`src/rtl/dm_arbiter.sv`:
```
// Round-robin arbiter sharing the single-port data memory between the core (m0)
// and the loader/debug port (m1), with a sequencer that zero-fills the memory.
module dm_arbiter #(
  parameter int ADDR_W = 5,
  parameter int DATA_W = 32,
  parameter int DEPTH  = 32
) (
  input  logic              clk,
  input  logic              reset,
  input  logic              m0_req,
  input  logic              m0_we,
  input  logic [ADDR_W-1:0] m0_addr,
  input  logic [DATA_W-1:0] m0_wdata,
  output logic              m0_gnt,
  output logic [DATA_W-1:0] m0_rdata,
  output logic              m0_rvalid,
  input  logic              m1_req,
  input  logic              m1_we,
  input  logic [ADDR_W-1:0] m1_addr,
  input  logic [DATA_W-1:0] m1_wdata,
  output logic              m1_gnt,
  output logic [DATA_W-1:0] m1_rdata,
  output logic              m1_rvalid,
  input  logic              clr_start,
  output logic              clr_busy,
  output logic              clr_done,
  output logic [ADDR_W-1:0] dm_address,
  output logic [DATA_W-1:0] dm_wd,
  output logic              dm_we,
  input  logic [DATA_W-1:0] dm_rd
);

  typedef enum logic {ARB, CLEAR} state_t;

  state_t            state, state_nxt;
  logic              last, last_nxt;
  logic [ADDR_W-1:0] cnt, cnt_nxt;
  logic              done_nxt;

  // last == 1 means m1 was granted most recently, so m0 wins the next tie
  always_comb begin
    state_nxt  = state;
    last_nxt   = last;
    cnt_nxt    = cnt;
    done_nxt   = 1'b0;
    m0_gnt     = 1'b0;
    m1_gnt     = 1'b0;
    clr_busy   = 1'b0;
    dm_we      = 1'b0;
    dm_address = '0;
    dm_wd      = '0;
    case (state)
      ARB: begin
        if (clr_start) begin
          state_nxt = CLEAR;
          cnt_nxt   = '0;
        end else if (m0_req && (!m1_req || last)) begin
          m0_gnt     = 1'b1;
          dm_we      = m0_we;
          dm_address = m0_addr;
          dm_wd      = m0_wdata;
          last_nxt   = 1'b0;
        end else if (m1_req) begin
          m1_gnt     = 1'b1;
          dm_we      = m1_we;
          dm_address = m1_addr;
          dm_wd      = m1_wdata;
          last_nxt   = 1'b1;
        end
      end
      CLEAR: begin
        clr_busy   = 1'b1;
        dm_we      = 1'b1;
        dm_address = cnt;
        cnt_nxt    = cnt + ADDR_W'(1);
        if (cnt == ADDR_W'(DEPTH - 1)) begin
          state_nxt = ARB;
          done_nxt  = 1'b1;
        end
      end
      default: state_nxt = ARB;
    endcase
  end

  always_ff @(posedge clk or posedge reset) begin
    if (reset) begin
      state     <= ARB;
      last      <= 1'b1;
      cnt       <= '0;
      clr_done  <= 1'b0;
      m0_rvalid <= 1'b0;
      m1_rvalid <= 1'b0;
      m0_rdata  <= '0;
      m1_rdata  <= '0;
    end else begin
      state     <= state_nxt;
      last      <= last_nxt;
      cnt       <= cnt_nxt;
      clr_done  <= done_nxt;
      m0_rvalid <= m0_gnt && !m0_we;
      m1_rvalid <= m1_gnt && !m1_we;
      // read data is captured at the edge that ends the grant cycle
      if (m0_gnt && !m0_we)
        m0_rdata <= dm_rd;
      if (m1_gnt && !m1_we)
        m1_rdata <= dm_rd;
    end
  end

endmodule

```
`config.mk`:
```
export PLATFORM = sky130hd
export DESIGN_NAME = dm_arbiter
export DESIGN_NICKNAME = d
export VERILOG_FILES = /design/src/rtl/dm_arbiter.sv
export SDC_FILE = /design/constraint.sdc
export NUM_CORES = 1
export LEC_CHECK = 0
export CAP_MARGIN = 20
export CORE_UTILIZATION = 33
export CTS_BUF_LIST = sky130_fd_sc_hd__clkbuf_16
export CTS_CLUSTER_DIAMETER = 150
export DETAILED_ROUTE_END_ITERATION = 10
export PLACE_DENSITY = 0.8
export SLEW_MARGIN = 20
export SYNTH_ARGS = -nofsm -noshare
export SYNTH_HDL_FRONTEND = slang
export SYNTH_SLANG_ARGS = --single-unit
```
`constraint.sdc`:
```
create_clock -name clk -period 2.2 [get_ports clk]
set_input_delay 0.33 -clock clk [delete_from_list [all_inputs] [get_ports clk]]
set_output_delay 0.33 -clock clk [all_outputs]
set_load 0.05 [all_outputs]
```
== Yosys cells after proc, flatten, opt, wreduce, memory -nomap -nowiden ==
Index checks and enable logic that the tools add are counted.
Cells by class
  divide/modulo/power cells: 0
  multiplexer cells: 29
  shifts and indexed selects: 0
  equal/unequal tests: 2
  bitwise gates (word level): 2
  reductions and logical operators: 9
  add/subtract/negate cells: 1
  multipliers: 0
  $lt $le $gt $ge: 0
Operators with widths (count)
  32-bit two-way mux: 4
  5-bit two-way mux: 4
  5-bit case mux with 2 select lines: 2
  1-bit two-way mux: 17
  5-bit by 1-bit adder with 5-bit output (second input constant): 1
  5-bit == test (second input constant): 1
  1-bit case mux with 2 select lines: 2
  1-bit logical AND: 3
  1-bit logical NOT: 3
  3-bit AND reduction: 1
  2-bit inequality test (second input constant): 1
  1-bit inverter: 2
  2-bit nonzero test: 1
  1-bit logical OR: 1
Storage, ports and cells
  bits of input ports: 113
  bits in registers: 74
  bits in read-only memories: 0
  latch bits: 0
  output and inout port bits: 108
  memories kept: 0
  RAM bits: 0
  logic and storage cells: 51

== Logic depth before layout (Yosys ltp) ==
  word-level depth: 7
  depth in mapped cells: 6
  gate-level depth less buffers: 5

== Worst setup path after synthesis ==
Ideal clock, no wire load.
  path kind: register -> output
  start: register state
  end: output port dm_wd[22]
  setup slack: 0.020 ns
  stages on the path, launching flop included: 5
  data required time: 1.870 ns
  data arrival time: 1.850 ns
  path buffers: 2
  cell sequence: dfrtp_1 buf_6 and3b_1 buf_2 a22o_1
Between the ends
  longest elaborated chain between the ends: 1
RTL lines
  start, declared: line 35  | state_t state, state_nxt;
  start signal, assigned: line 96  | state <= state_nxt;
  32-bit two-way mux: line 52  | case (state)
  end, declared: line 28  | output logic [DATA_W-1:0] dm_wd,
No other way between the ends.

== Worst setup path after layout ==
  start: register last
  end: output port dm_wd[8]
Between the ends
  longest elaborated chain between the ends: 5
RTL lines
  start, declared: line 36  | logic last, last_nxt;
  start signal, assigned: line 97  | last <= last_nxt;
  1-bit logical OR: line 57  | end else if (m0_req && (!m1_req || last)) begin
  1-bit logical AND: line 57
  32-bit two-way mux: line 57
  32-bit two-way mux: line 54  | if (clr_start) begin
  32-bit two-way mux: line 52
No other way between the ends.

==> impl_metrics.yaml <==
synth:
  synth_flop_cell: "dfrtp_1"
  yosys.cell_types.count: 31
  syn_nets: 348
  yosys.area.top_type: "dfrtp_1"
  synthTopCellsByArea: "dfrtp_1 53%, mux2_4 13%, mux2_2 11%, a22o_1 8.4%, buf_6 2.6%"
  syn-cell-area_um2: 3430
  ys_warn_count: 0
  syn_avg_cell_area_um2: 14.7
  ys_seq_elements: 74
  syn_inst: 233
  ys_seq_area_share_pct: 54.0
  synth_top_area_share_pct: 53.2
  synth_edf_count: 0
  async_flop_share_pct: 100
sta:
  whs_ps: 260
  finalClockSkew_ps: 9.19
  finalCritPeriodShare_pct: 99.7
  fin_ws_ps: 6.22
  setup_viol_count_final: 0
  fmax_mhz: 456
  max_slew_margin_pct: 63.1
  drv_slew: 0
  hold_violations: 0
  tightest_slew_ps: 552
  rsz0062_at_grt: "true"
  period_needed_ps: 2190
setup_path:
  reg2reg_to: "m0_rdata[30]"
  reg2reg_slack_ps: 520
  timing.rr.start: "last"
  cp_max_fo: 21
  path_cells: "nand2_2 > and3b_2 > buf_12 > buf_12 > a22o_1 > buf_12"
  worst_setup_path_end_kind: "output pin"
  worst_path_max_delay_cell: "dfstp_2"
  slowest_delay_ps: 550
  crit_top_cell: "buf_12"
  required_ps: 1870
  cp.arrival_ps: 1860
  path_class: "reg -> out"
  cp-start-kind: "register"
  rr_worst_depth: 5
power:
  peakVddDrop_mv: 1.01
  leakage_nw: 2.95
  power.density_nw_per_um2: 1320
clock_network:
  htree_levels: 3
  root_buffer: "clkbuf_16"
  cts_tree: "built"
  cts_made_buffers: 9
  clkTransAtPathRegs_ps: 60
  worstSkewPairLatency_ps: 330
  clk_path_buf_depth: 2
  clock_sink_count: 74
hold_path:
  hold_path_class: "in -> reg"
  hp-start: "m0_req"
  whs_path_depth: 2
  hold_path_end: "last"
floorplan:
  rows: 36
  boundaryPins: 221
  initial_utilization_pct: 34.6
  core_area_um2: 9910
  die_w_um: 104
  dieArea_um2: 10800
  dieHeight_um: 104
route:
  routed_via_density: 4.77
  drt-pass1-iter-count: 4
  drt_iter0_markers: 82
  ant_nets: 0
  wl_um: 11400
  vias: 2883
  drc: 0
  wl_per_cell_um: 18.8
global_route:
  antenna_found_initial: 2
  grt_max_degree: 58
  grtUsageTotal_pct: 21.3
  grt_pass1_vias: 3097
  grt_overflow: 0
  grt_pass1_wl_um: 17700
layout:
  final_layout_size_suffix_gt1_share_pct: 32.2
  areaGrowthSynthToFinish_pct: 92.1
  final_core_util_pct: 66.5
  num-nets-final: 579
placement:
  post-place-ws_ps: -3.48
  port_buffers: 220
  gp_congestion: 1.01
  dp_hpwl_um: 8960
run:
  max_cap_viol_count: 0
run_status:
  status: "completed"
## how the worst max path moves through the flow
stage / start / to / slack (ps) / cells after the start
after detailed placement: m1_req / dm_address[2] / -3 / 6
after global placement: clr_start / dm_address[4] / 20 / 6
after CTS: m0_req / dm_address[2] / 5 / 6
after global routing: last / dm_wd[7] / -30 / 6
final: last / dm_wd[8] / 6 / 6
after floorplan: state / dm_wd[22] / 20 / 4
## area by class of cell
class | instances | area (um^2)
Sequential cell | 74 | 1850
Fill cell | 747 | 3320
Antenna cell | 2 | 5.00
Timing Repair Buffer | 236 | 2770
Tap cell | 133 | 166
Inverter | 3 | 15.0
Clock buffer | 9 | 225
Clock inverter | 7 | 85.1
Multi-Input combinational cell | 140 | 1470
## timing repair
item / CTS / global route
pin swaps: 6 / 2
endpoints found under the hold margin: 0 / 0
endpoints found under the setup margin: 8 / 36
setup buffers: 0 / 0
hold buffers: 0 / 0
gates cloned: 0 / 0
gates resized for setup: 5 / 6
## per-stage QoR
step / std cells / instance area, um^2 / total power, mW / setup TNS [ps]
2_1_floorplan: 233 / 3440 / 5.30 / 0
3_3_place_gp: 586 / 6230 / 7.12 / 0
3_5_place_dp: 586 / 6230 / 7.23 / -3.48
4_1_cts: 602 / 6550 / 8.80 / 0
5_1_grt: 604 / 6590 / 9.06 / -198
6_report: 604 / 6590 / 8.73 / 0
## flip-flops by register name, indices dropped and copies added (netlist names)
| register | flops |
|---|---|
| m0_rdata | 32 |
| m1_rvalid | 1 |
| clr_done | 1 |
| state | 1 |
| m0_rvalid | 1 |
| cnt | 5 |
| m1_rdata | 32 |
| last | 1 |
## cells in the mapped netlist, types with 2 or more instances
library cell  number
nor2_1             3
buf_6              8
and2_1             6
mux2_4            29
a221o_1            5
nand2_1            4
a22o_1            33
nand2b_1           3
dfrtp_1           73
o21ai_0            4
nor2b_2            2
buf_2              3
mux2_1             3
and3b_1            2
buf_4              3
mux2_2            33
nand3_2            2
ha_1               2
inv_2              2
and3_1             2
## worst max-delay path, delay by kind of cell (launching register included)
| kind | cells | cell delay (ps) |
|---|---|---|
| DFF | 1 | 550 |
| and+or+nand+nor | 2 | 270 |
| buffers and inverters | 3 | 450 |
| AOI/OAI and AO/OA | 1 | 260 |
## report_power, final
part	switching, mW	leakage [nW]	internal (mW)
Combinational	2.89	1.83	2.02
Clock	0.622	0.147	0.902
Sequential	0.344	0.978	1.95
## routing by layer
metal  up-vias  global-route usage [%]  routed length, um
li1       1320                       -                  -
met1      1406                    23.0               4210
met2       140                    39.9               6170
met3        17                    5.39                767
met4         0                    7.55                214
met5         -                       0                  0
## cell families (layout without fill, tap and decap cells)
kind of cell / Yosys count / after routing / share of synthesized area (%)
flip-flops: 74 / 74 / 54.0
multiplexers: 65 / 65 / 24.5
AO/OA/AOI/OAI: 45 / 45 / 11.1
AND/OR/NAND/NOR: 27 / 27 / 4.88
buffers and inverters: 19 / 255 / 4.59
adder cells (fa/ha/maj): 2 / 2 / 0.729
XOR/XNOR: 1 / 1 / 0.255
other: 0 / 2 / 0
## cells in the final DEF, fill, tap and decap left out, types with 3 or more instances in the layout
master and count:
and2_1 6, a22o_1 28, clkbuf_16 9, mux2_2 33, mux2_1 3, a22o_4 5, a221o_1 5, dfrtp_1 73
clkdlybuf4s50_1 177, clkinvlp_4 3, buf_12 44, nand2_1 3, nand2b_1 3, nor2_1 3, mux2_4 29, buf_4 12
o21ai_0 4
(Power assumes the default switching activity.)
